$ cat config.mk
export PLATFORM = sky130hd
export DESIGN_NAME = flash_line_fill
export DESIGN_NICKNAME = d
export VERILOG_FILES = /design/src/rtl/flash_line_fill.sv
export SDC_FILE = /design/constraint.sdc
export NUM_CORES = 1
export LEC_CHECK = 0
export BUFFER_PORTS_ARGS = -buffer_cell sky130_fd_sc_hd__clkbuf_2
export CELL_PAD_IN_SITES_DETAIL_PLACEMENT = 0
export CELL_PAD_IN_SITES_GLOBAL_PLACEMENT = 1
export CORE_MARGIN = 5
export CORE_UTILIZATION = 37
export CTS_CLUSTER_SIZE = 20
export DETAILED_ROUTE_END_ITERATION = 6
export HOLD_SLACK_MARGIN = 0.02
export PLACE_DENSITY_LB_ADDON = 0.05
export SLEW_MARGIN = 25
export SYNTH_ARGS = -nofsm -noshare
export SYNTH_HDL_FRONTEND = slang
export SYNTH_SLANG_ARGS = --single-unit
$ cat constraint.sdc
create_clock -name CLK -period 1.84 [get_ports CLK]
set_input_delay 0.092 -clock CLK [delete_from_list [all_inputs] [get_ports CLK]]
set_output_delay 0.092 -clock CLK [all_outputs]
set_load 0.02 [all_outputs]
$ cat src/rtl/flash_line_fill.sv
// Cache line refill engine between the I/D caches and the SPI flash controller.
// Fetches WORDS_PER_LINE single-word SPI reads per miss; dcache has priority.
//
// Ports:
//   CLK, resetn               clock, async active-low reset
//   icache_req/addr           icache line-miss request (level) and byte address
//   icache_line/fill_valid    assembled icache line, one-cycle valid pulse
//   dcache_req/addr           dcache line-miss request (level) and byte address
//   dcache_line/fill_valid    assembled dcache line, one-cycle valid pulse
//   spi_req/addr              word-read request (level) and word byte address
//   spi_data/data_ready       returned word and its one-cycle strobe
//   busy                      engine not idle
module flash_line_fill #(
  parameter int WORDS_PER_LINE = 4,
  parameter int ADDR_W         = 20
) (
  input  logic                         CLK,
  input  logic                         resetn,
  input  logic                         icache_req,
  input  logic [ADDR_W-1:0]            icache_addr,
  output logic [32*WORDS_PER_LINE-1:0] icache_line,
  output logic                         icache_fill_valid,
  input  logic                         dcache_req,
  input  logic [ADDR_W-1:0]            dcache_addr,
  output logic [32*WORDS_PER_LINE-1:0] dcache_line,
  output logic                         dcache_fill_valid,
  output logic                         spi_req,
  output logic [ADDR_W-1:0]            spi_addr,
  input  logic [31:0]                  spi_data,
  input  logic                         spi_data_ready,
  output logic                         busy
);

  localparam int LW    = 32 * WORDS_PER_LINE;
  localparam int IDX_W = $clog2(WORDS_PER_LINE);

  localparam logic [1:0] S_IDLE = 2'd0;
  localparam logic [1:0] S_REQ  = 2'd1;
  localparam logic [1:0] S_GAP  = 2'd2;
  localparam logic [1:0] S_DONE = 2'd3;

  localparam logic [1:0] OWN_NONE = 2'd0;
  localparam logic [1:0] OWN_I    = 2'd1;
  localparam logic [1:0] OWN_D    = 2'd2;

  localparam logic [ADDR_W-1:0] LINE_MASK =
    ~ADDR_W'(WORDS_PER_LINE * 4 - 1);

  logic [1:0]        r_state;
  logic [1:0]        r_owner;
  logic [IDX_W-1:0]  r_idx;
  logic [ADDR_W-1:0] r_base;
  logic [LW-1:0]     r_iline;
  logic [LW-1:0]     r_dline;

  logic              w_owner_req;
  logic              w_abort;
  logic              w_take;
  logic              w_last;
  logic [ADDR_W-1:0] w_ibase;
  logic [ADDR_W-1:0] w_dbase;
  logic [ADDR_W-1:0] w_off;

  // Line base: requester address with the in-line byte offset cleared.
  assign w_ibase = icache_addr & LINE_MASK;
  assign w_dbase = dcache_addr & LINE_MASK;

  assign w_off = ADDR_W'({r_idx, 2'b00});

  always_comb begin
    w_owner_req = 1'b0;
    unique case (1'b1)
      (r_owner == OWN_D): w_owner_req = dcache_req;
      (r_owner == OWN_I): w_owner_req = icache_req;
      default:            w_owner_req = 1'b0;
    endcase
  end

  // The owner may abandon its miss while a word is outstanding.
  assign w_abort = ((r_state == S_REQ) || (r_state == S_GAP))
                 && !w_owner_req;

  // A returned word only counts when no abort wins the same cycle.
  assign w_take = (r_state == S_REQ) && spi_data_ready && !w_abort;

  assign w_last = (r_idx == IDX_W'(WORDS_PER_LINE - 1));

  always_ff @(posedge CLK or negedge resetn) begin
    if (!resetn) begin
      r_state <= S_IDLE;
      r_owner <= OWN_NONE;
      r_idx   <= '0;
      r_base  <= '0;
    end else begin
      unique case (r_state)
        S_IDLE: begin
          if (dcache_req) begin
            r_state <= S_REQ;
            r_owner <= OWN_D;
            r_base  <= w_dbase;
            r_idx   <= '0;
          end else if (icache_req) begin
            r_state <= S_REQ;
            r_owner <= OWN_I;
            r_base  <= w_ibase;
            r_idx   <= '0;
          end
        end
        S_REQ: begin
          if (w_abort) begin
            r_state <= S_IDLE;
            r_owner <= OWN_NONE;
            r_idx   <= '0;
          end else if (spi_data_ready) begin
            if (w_last) begin
              r_state <= S_DONE;
            end else begin
              r_idx   <= r_idx + 1'b1;
              r_state <= S_GAP;
            end
          end
        end
        S_GAP: begin
          if (w_abort) begin
            r_state <= S_IDLE;
            r_owner <= OWN_NONE;
            r_idx   <= '0;
          end else begin
            r_state <= S_REQ;
          end
        end
        S_DONE: begin
          r_state <= S_IDLE;
          r_owner <= OWN_NONE;
          r_idx   <= '0;
        end
        default: begin
          r_state <= S_IDLE;
          r_owner <= OWN_NONE;
          r_idx   <= '0;
        end
      endcase
    end
  end

  always_ff @(posedge CLK or negedge resetn) begin
    if (!resetn) begin
      r_iline <= '0;
      r_dline <= '0;
    end else begin
      for (int w = 0; w < WORDS_PER_LINE; w++) begin
        if (w_take && (r_idx == IDX_W'(w))) begin
          if (r_owner == OWN_D) r_dline[w*32 +: 32] <= spi_data;
          if (r_owner == OWN_I) r_iline[w*32 +: 32] <= spi_data;
        end
      end
    end
  end

  assign spi_req  = (r_state == S_REQ);
  assign spi_addr = r_base + w_off;
  assign busy     = (r_state != S_IDLE);

  assign icache_fill_valid = (r_state == S_DONE) && (r_owner == OWN_I);
  assign dcache_fill_valid = (r_state == S_DONE) && (r_owner == OWN_D);

  assign icache_line = r_iline;
  assign dcache_line = r_dline;

endmodule

==> results.cfg, run 1 <==
[floorplan]
floorplan.io_pins = 357
core_region_area_um2 = 29500
fp.dieArea_um2 = 33300
die_width_um = 182
die-height_um = 182
rows = 63
floorplan.initialDensity_pct = 37.3

[critical_path]
slowest_stage = sky130_fd_sc_hd__dfrtp_1
crit_fanout = 5
critical_path.endpoint = icache_line[32]
timing.setup.critical_path_class = reg2reg
critPathArrivalTime_ns = 2.47
cp.required_ns = 2.28
endpoint_kind = flop
timing.critical_path.cells = buf_4, ha_4, a22oi_2, o21a_4, nor3_4, buf_12, clkbuf_16, mux2_1
crit_start = r_owner[0]
reg2reg_from = r_owner[0]
cp-start-kind = flop
r2r_slack_ns = -0.19
crit_path_max_incr_delay_ns = 0.40
worstReg2RegEnd = icache_line[32]
r2r_cells = 8

[yosys]
netlist_top_cells_area = sky130_fd_sc_hd__dfrtp_1, sky130_fd_sc_hd__mux2_2, sky130_fd_sc_hd__buf_6, sky130_fd_sc_hd__mux2i_1, sky130_fd_sc_hd__ha_1
async_flop_share_pct = 100
yosys_most_used_dff = sky130_fd_sc_hd__dfrtp_1
ys_seq_area_share_pct = 63.3
synth_simple_gate_area_share_pct = 2.39
syn-instance-count = 673
synth_top_area_cell = sky130_fd_sc_hd__dfrtp_1
ys_ff_latch = 278
synthesis.area_um2 = 11000
yosysMostFrequentCell = sky130_fd_sc_hd__dfrtp_1
synth_compound_area_share_pct = 1.67
synth.avg_cell_area_um2 = 16.3
synth.yosys.warnings = 0
synth.mux.area_fraction_pct = 28.3
synth_top_family_by_area = multiplexers
yosys.cell_types.count = 31
synth-adder-area-share_pct = 1.25
synth_xor_xnor_area_share_pct = 0
yosys.area.top_type_share_pct = 63.3
post_synth_edffs = 0
synth_commonest_cells = sky130_fd_sc_hd__dfrtp_1, sky130_fd_sc_hd__mux2_2, sky130_fd_sc_hd__buf_6

[timing]
total_negative_setup_slacks_ns = -32.38
timing.final.hold_violations = 0
finalWorstPathRequiredPeriod_ns = 2.03
setup_viol = 260
final.setup_skew_ns = 0.00915
unrepaired_setup_endpoints_after_global_routing = true
max_clock_freq_mhz = 492
report.final.slew_viol_count = 0
final_min_period_over_clock_period_pct = 111
post-route-worst-setup-slack_ns = -0.194

[drt]
detail_route.wl_per_cell_um = 20.2
drcViolationCount = 0
route.detailed.vias_per_inst = 4.68
drt_iter0_markers = 281
via_count = 7325
dr.pass1.iters = 4
postRouteAntennaNets = 0
detail_route.wirelength_um = 31600

[global_route]
grt_antenna_before_repair = 0
grt_max_degree = 53
grt_util_all_layers_pct = 18.4
globalRoute.totalOverflow = 0
grt_first_pass_wirelength_um = 48300
grt_pass1_vias = 7826

[cells_and_area]
post-route-util_pct = 53.1
drive_gt1_share_pct = 62.5
finish.net_count = 1243
fill_cells = 2664
design_area_um2 = 15600
final-instance-count-excl-fill = 1565
layout-area-overhead-vs-synth_pct = 42.3
diodes = 0

[placed_design]
post_dp_cell_area_um2 = 13500
placed_cells = 1426
routabilityCongestion = 0.769
hpwlAfterDp_um = 21300
placement.io_buffers = 346

[status]
status = complete, but fails checks
violations = negative setup slack

[clock_tree]
clock_sink_count = 278
cts-root-to-sink-buffers = 3
clkLatencyLatePin_ns = 0.55
tritoncts = built
worst_setup_hold_path_clk_slew_ns = 0.06
tritoncts.num_buffers = 31
cts.root.buffer_cell = sky130_fd_sc_hd__clkbuf_16
htree_levels = 1

[run]
drv_cap = 0

[power]
power.density_cell_area_nw_per_um2 = 1570
peak_vdd_ir_uv = 838
power.total_mw = 24.5
power.leakage_nw = 8.23

[worst_hold_path]
min_path_type = in2async
## layout by cell type, fill, tap and decap left out, drive strengths merged
master	n
dlygate4sd3	67
inv	9
mux2i	19
ha	11
dfrtp	278
o22a	1
o32ai	1
o21ai	18
or3	1
a2bb2oi	1
nand2b	3
bufinv	2
nor2	5
nand2	22
buf	65
nor3	4
clkbuf	391
clkinv	6
conb	2
and2	2
nand3	4
a22oi	1
o21a	2
nand3b	1
a21oi	1
o31a	1
mux2	257
## layer usage
layer,wire length (µm),vias to the layer above,global-route usage (%),part of all wire (%)
met2,15200,220,30.8,48
met5,0,-,0,0
met1,13400,3733,24.0,42
met4,474,0,3.42,1.5
li1,-,3339,-,-
met3,2480,33,5.62,7.8
## cell families (layout without fill, tap and decap cells)
kind of cell               count (synthesis)  in the layout
DFF                                      278            278
muxes                                    276            276
and+or+nand+nor                           42             42
buffers and inverters                     39            540
AOI/OAI and AO/OA                         26             26
adders and majority gates                 11             11
other                                      1              2
## worst min-delay path by stage
stage | slack [ns] | to | cells after the start | start
2_1_floorplan | -0.20 | dcache_line[0] | 0 | resetn
3_3_place_gp | 0.02 | r_base[11] | 1 | resetn
3_5_place_dp | 0.03 | r_base[11] | 1 | resetn
4_1_cts | 0.02 | r_base[11] | 2 | resetn
5_1_grt | 0.05 | r_base[11] | 2 | resetn
6_report | 0.02 | r_base[11] | 2 | resetn
## flip-flops by register name (all words and copies together), names as in the netlist
signal,count
icache_line,128
dcache_line,128
r_state,2
r_base,16
r_idx,2
r_owner,2
## per-stage QoR
stage	hold WS, ns	worst slack, ns
6_report	0.0225	-0.194
5_1_grt	0.0528	-0.247
4_1_cts	0.0217	-0.175
3_5_place_dp	0.0280	-0.161
3_3_place_gp	0.0225	-0.130
2_1_floorplan	-0.204	-0.0928
## worst max-delay path: cells and delay by family, from the launching register on
family	cells	cell delay, ns
compound gates	2	0.54
mux	1	0.30
simple gates	1	0.07
fa+ha+maj	1	0.15
buf+inv	3	0.45
flops	1	0.40
## where the power goes
group	switching (mW)	leakage (nW)	total (mW)	internal, mW
sequential	1.05	3.75	9.13	8.08
clock	2.45	0.501	6.09	3.64
combinational	5.32	3.99	9.33	4.01
## final cells by class
| cell class | count | area [µm²] | area share [%] |
|---|---|---|---|
| Inverter | 8 | 30.0 | 0.192 |
| Tap cell | 390 | 488 | 3.12 |
| Clock buffer | 44 | 895 | 5.72 |
| Sequential cell | 278 | 6960 | 44.5 |
| Clock inverter | 9 | 110 | 0.704 |
| Timing Repair Buffer | 479 | 3290 | 21.0 |
| Multi-Input combinational cell | 357 | 3880 | 24.8 |
## timing repair
action / 4_1_cts / 5_1_grt
resized for setup: 31 / 27
pin swaps: 0 / 1
setup buffers: 10 / 6
hold buffers: 67 / 0
gates cloned: 1 / 4
endpoints found under the setup margin: 259 / 261
hold endpoints to repair: 513 / 0
Power figures use the tool's default switching activity.
==> run 2, diff against run 1 <==
SKIP_LAST_GASP = 1   (was unset)
==> results.cfg, run 2 (synthesized netlist as in run 1, its figures left out) <==
[power]
power_report.internal_total_mw = 15.5
pwr-share-comb_pct = 37.4
clkPwrFrac_pct = 25.0
power.leakage_nw = 8.13
p_switching_mw = 8.76
seq_power_share_pct = 37.5
switching_share_pct = 36.0
peak_vdd_ir_uv = 838
power.density_cell_area_nw_per_um2 = 1580

[timing]
setup_viol = 259
report.final.slew_viol_count = 0
timing.final.hold_violations = 0
final_min_period_over_clock_period_pct = 110
final.setup_skew_ns = 0.00966
finalWorstPathRequiredPeriod_ns = 2.02
holdWs_ns = 0.0222
unrepaired_setup_endpoints_after_global_routing = true
post-route-worst-setup-slack_ns = -0.178
max_clock_freq_mhz = 496

[floorplan]
core_region_area_um2 = 29500
floorplan.initialDensity_pct = 37.3
rows = 63
die-height_um = 182
die_width_um = 182
floorplan.io_pins = 357
fp.dieArea_um2 = 33300

[cells_and_area]
diodes = 0
final-instance-count-excl-fill = 1556
finish.net_count = 1234
layout-area-overhead-vs-synth_pct = 39.7
final_cell_mix = sky130_fd_sc_hd__clkbuf_2, sky130_fd_sc_hd__dfrtp_1, sky130_fd_sc_hd__mux2_2
layout.cells.most_common = sky130_fd_sc_hd__clkbuf_2
fill_cells = 2679
drive_gt1_share_pct = 61.8

[clock_tree]
htree_levels = 1
tritoncts = built
tritoncts.num_buffers = 31
clock_sink_count = 278
clkLatencyLatePin_ns = 0.55
cts-root-to-sink-buffers = 3
worst_setup_hold_path_clk_slew_ns = 0.06
cts.root.buffer_cell = sky130_fd_sc_hd__clkbuf_16

[critical_path]
critPathArrivalTime_ns = 2.46
r2r_slack_ns = -0.18
cp-start-kind = flop
crit_fanout = 15
r2r_cells = 8
worstReg2RegEnd = icache_line[28]
cp.required_ns = 2.28
reg2reg_from = r_owner[0]
timing.setup.critical_path_class = reg2reg
endpoint_kind = flop

[drt]
drt_iter0_markers = 246
postRouteAntennaNets = 0
drcViolationCount = 0
route.detailed.vias_per_inst = 4.66
detail_route.wl_per_cell_um = 19.6
dr.pass1.iters = 4
via_count = 7257
detail_route.wirelength_um = 30600

[worst_hold_path]
min_path_type = in2async

[placed_design]
hpwlAfterDp_um = 21300
routabilityCongestion = 0.769
placement.io_buffers = 346
placed_cells = 1426

[global_route]
grt_first_pass_wirelength_um = 48100
grt_pass1_vias = 7821
grt_antenna_before_repair = 0
globalRoute.totalOverflow = 0
grt_max_degree = 53
grt_util_all_layers_pct = 18.3

[run]
drv_cap = 0

[status]
status = complete, but fails checks
violations = negative setup slack
[run 2: changes by cell type in the layout (fill, tap and decap cells not counted)]
cell	delta
sky130_fd_sc_hd__buf_12	-4
sky130_fd_sc_hd__mux2_1	+4
sky130_fd_sc_hd__mux2_2	+26
sky130_fd_sc_hd__buf_6	-2
sky130_fd_sc_hd__buf_8	-1
sky130_fd_sc_hd__clkbuf_16	-2
sky130_fd_sc_hd__mux2_4	-30
[run 2: power groups by stage]
stage | logic, mW | clock network (mW) | registers (mW)
5_1_grt | 9.77 | 6.54 | 9.38
4_1_cts | 9.27 | 6.29 | 9.15
2_1_floorplan | 2.90 | 0 | 11.5
3_3_place_gp | 8.83 | 0 | 9.17
3_5_place_dp | 8.89 | 0 | 9.22
6_report | 9.09 | 6.08 | 9.12
[run 2: worst max-delay path: stages, from the launching register on]
cell                        delay (ns)
sky130_fd_sc_hd__dfrtp_1          0.39
sky130_fd_sc_hd__buf_4            0.15
sky130_fd_sc_hd__ha_4             0.15
sky130_fd_sc_hd__a22oi_2          0.29
sky130_fd_sc_hd__a2bb2oi_4        0.23
sky130_fd_sc_hd__buf_4            0.16
sky130_fd_sc_hd__nor2_4           0.05
sky130_fd_sc_hd__buf_12           0.16
sky130_fd_sc_hd__mux2_4           0.30
[run 2: timing repair]
action / CTS / global route
cloned: 1 / 0
buffers inserted: 10 / 0
pin swaps: 0 / 0
setup endpoints to repair: 259 / 261
hold buffers: 67 / 0
hold endpoints to repair: 513 / 0
gates resized for setup: 14 / 0
[run 2: routing by layer]
layer | global-route usage [%] | wire length (µm) | vias up
met5 | 0 | 0 | -
met4 | 3.42 | 468 | 0
met3 | 5.62 | 2470 | 32
met2 | 30.7 | 14800 | 223
met1 | 23.9 | 12800 | 3682
li1 | - | - | 3320
[run 2: how the worst max path moves through the flow]
stage,from,to,cells past startpoint
floorplan,r_owner[1],icache_line[34],7
global placement,r_owner[0],icache_line[51],6
detailed placement,r_owner[0],icache_line[56],6
CTS,r_owner[0],icache_line[1],8
global route,r_owner[0],dcache_line[46],8
finish,r_owner[0],icache_line[28],8
[run 2: layout make-up]
| type | count | area, µm² | share of cell area (%) |
|---|---|---|---|
| clock inverter | 9 | 110 | 0.717 |
| tap | 390 | 488 | 3.18 |
| sequential | 278 | 6960 | 45.3 |
| multi-input combinational | 357 | 3760 | 24.5 |
| timing repair buffer | 470 | 3120 | 20.3 |
| inverter | 8 | 30.0 | 0.195 |
| clock buffer | 44 | 895 | 5.82 |
[run 2: through the flow]
step	TNS [ns]	area (µm²)	setup WS (ns)	power, mW	utilization (%)
floorplan	-5.02	11000	-0.0928	14.4	-
global placement	-24.23	13500	-0.130	18.0	45.9
detailed placement	-31.40	13500	-0.161	18.1	45.9
CTS	-30.49	15400	-0.175	24.7	52.1
global route	-48.40	15400	-0.245	25.7	52.1
finish	-28.26	15400	-0.178	24.3	52.1
==> run 3, diff against run 2 <==
ABC_AREA = 1   (was unset)
CORE_UTILIZATION = 35   (was 37)
==> results.cfg, run 3 <==
[status]
status = complete, but fails checks
violations = negative setup slack

[critical_path]
crit_fanout = 3
endpoint_kind = output pin
cp.required_ns = 1.75
cp-start-kind = flop
timing.setup.critical_path_class = reg2out
critPathArrivalTime_ns = 1.84

[timing]
finalWorstPathRequiredPeriod_ns = 1.93
max_clock_freq_mhz = 518
unrepaired_setup_endpoints_after_global_routing = true
final_min_period_over_clock_period_pct = 105
final.setup_skew_ns = 0.0149
setup_viol = 237
timing_worst_slew_pin_value_ns = 0.555
report.final.slew_viol_count = 0
post-route-worst-setup-slack_ns = -0.0904
total_negative_setup_slacks_ns = -8.88
timing.final.hold_violations = 0
slew-limit-headroom_pct = 63.0

[global_route]
grt_max_degree = 54
grt_first_pass_wirelength_um = 71800
grt_use_met2_pct = 38.1
grt_util_met1_pct = 34.0
globalRoute.totalOverflow = 0
grt_antenna_before_repair = 0
global_route.peak_usage_layer = met2
grt_util_all_layers_pct = 23.7
groute.layer.met3.usage_pct = 4.29
grt_pass1_vias = 11327

[yosys]
ys_seq_area_share_pct = 57.9
synth.avg_cell_area_um2 = 8.99
synthesis.area_um2 = 12000
ys_ff_latch = 278
synth_top_area_cell = sky130_fd_sc_hd__dfrtp_1
post_synth_edffs = 0
netlist_top_cells_area = sky130_fd_sc_hd__dfrtp_1, sky130_fd_sc_hd__nand2_1, sky130_fd_sc_hd__nand4_1, sky130_fd_sc_hd__clkbuf_1, sky130_fd_sc_hd__buf_6
synth_commonest_cells = sky130_fd_sc_hd__nand2_1, sky130_fd_sc_hd__dfrtp_1, sky130_fd_sc_hd__nand4_1
yosysMostFrequentCell = sky130_fd_sc_hd__nand2_1
async_flop_share_pct = 100
yosys.cell_types.count = 22
yosys.area.top_type_share_pct = 57.9
yosys_most_used_dff = sky130_fd_sc_hd__dfrtp_1
syn-instance-count = 1335
synth.yosys.warnings = 0

[drt]
via_count = 11330
detail_route.wirelength_um = 47200
drcViolationCount = 0
drt_iter0_markers = 762
detail_route.wl_per_cell_um = 21.3
route.detailed.vias_per_inst = 5.12
postRouteAntennaNets = 0
dr.pass1.iters = 5

[placed_design]
placement.io_buffers = 346
placed_cells = 2053
dp_slack_ns = -0.0894
routabilityCongestion = 0.771
hpwlAfterDp_um = 29600
post_dp_cell_area_um2 = 14500

[floorplan]
core_region_area_um2 = 33700
fp.dieArea_um2 = 38100
die_width_um = 195
floorplan.io_pins = 357
die-height_um = 195
floorplan.initialDensity_pct = 35.6
rows = 67

[cells_and_area]
finish.net_count = 1831
drive_gt1_share_pct = 30.2
final_cell_mix = sky130_fd_sc_hd__nand2_1, sky130_fd_sc_hd__clkbuf_2, sky130_fd_sc_hd__dfrtp_1
layout.cells.most_common = sky130_fd_sc_hd__nand2_1
final-instance-count-excl-fill = 2214
fill_cells = 3266
diodes = 0
layout-area-overhead-vs-synth_pct = 41.1
post-route-util_pct = 50.3
design_area_um2 = 16900

[clock_tree]
clock_sink_count = 278
htree_levels = 1
worst_setup_hold_path_clk_slew_ns = 0.06
cts-root-to-sink-buffers = 3
cts.root.buffer_cell = sky130_fd_sc_hd__clkbuf_16
tritoncts = built
clkLatencyLatePin_ns = 0.55
tritoncts.num_buffers = 31

[run]
drv_cap = 0

[power]
power.leakage_nw = 9.33
peak_vdd_ir_uv = 730
power.density_cell_area_nw_per_um2 = 1550

[worst_hold_path]
min_path_type = in2reg
run 3: changes by cell type after synthesis, moves of 16 or more:
| cell | change |
|---|---|
| sky130_fd_sc_hd__nor2_1 | +19 |
| sky130_fd_sc_hd__buf_1 | +19 |
| sky130_fd_sc_hd__nand2_1 | +542 |
| sky130_fd_sc_hd__buf_2 | +24 |
| sky130_fd_sc_hd__clkbuf_1 | +75 |
| sky130_fd_sc_hd__a31oi_1 | +16 |
| sky130_fd_sc_hd__mux2_2 | -241 |
| sky130_fd_sc_hd__mux2i_1 | -19 |
| sky130_fd_sc_hd__o21ai_0 | -16 |
| sky130_fd_sc_hd__nand4_1 | +256 |
run 3: report_power, final:
part / leakage (nW) / internal, mW / switching [mW]
clock network: 0.479 / 3.45 / 2.50
registers: 3.74 / 7.77 / 1.20
logic: 5.11 / 4.01 / 7.38
run 3: worst max-delay path, cell delays in order, from the launching register on:
cell and delay [ns]:
sky130_fd_sc_hd__dfrtp_1 0.38, sky130_fd_sc_hd__buf_4 0.14, sky130_fd_sc_hd__ha_4 0.15, sky130_fd_sc_hd__buf_4 0.13, sky130_fd_sc_hd__buf_12 0.13, sky130_fd_sc_hd__buf_16 0.13
sky130_fd_sc_hd__nand2_1 0.05, sky130_fd_sc_hd__inv_1 0.03, sky130_fd_sc_hd__clkbuf_2 0.14
run 3: worst paths after layout:
kind                                     end             from  slack, ns  cells after the start
setup / recovery           icache_fill_valid       r_owner[0]      -0.09                      8
max in group asynchronous   icache_line[127]           resetn       1.13                      3
hold / removal                    r_owner[1]       icache_req       0.06                      6
min in group asynchronous     icache_line[6]           resetn       0.08                      2
setup reg to reg             icache_line[26]       r_owner[1]      -0.08                     12
hold reg to reg              dcache_line[75]  dcache_line[75]       0.47                      2
run 3: per-stage QoR:
step	total power, mW	hold slack [ns]
after floorplan	14.8	-0.204
after global placement	19.1	0.0617
after detailed placement	19.1	0.0569
after CTS	26.0	0.0334
after global routing	27.7	0.0641
final	26.3	0.0561
run 3: cells by family (layout without fill, tap and decap cells):
family,Yosys count,count (layout),share of synthesized area (%)
AOI/OAI and AO/OA,22,22,1.15
other,1,2,0.0312
adders and majority gates,11,11,1.15
buffers and inverters,167,597,7.15
and+or+nand+nor,856,856,32.6
DFF,278,278,57.9
run 3: cell type report:
class	count	area (µm²)	area share (%)
flip-flops and latches	278	6960	41.1
multi-input cells	891	4420	26.1
repair buffers	525	3970	23.5
clock buffers	51	941	5.55
well taps	448	561	3.31
inverters	16	60.1	0.355
clock inverters	5	25.0	0.148
run 3: what timing repair did:
action	CTS	global route
gates cloned	5	7
buffers inserted	7	5
gates resized for setup	19	48
pin swaps	1	7
endpoints found under the setup margin	138	258
hold endpoints to repair	549	0
hold buffers	81	0
run 3: per-layer routing:
metal | share of wire (%) | vias to the layer above
li1 | - | 5301
met1 | 45 | 5603
met2 | 47 | 376
met4 | 1.7 | 0
met3 | 6.3 | 50
met5 | 0 | -
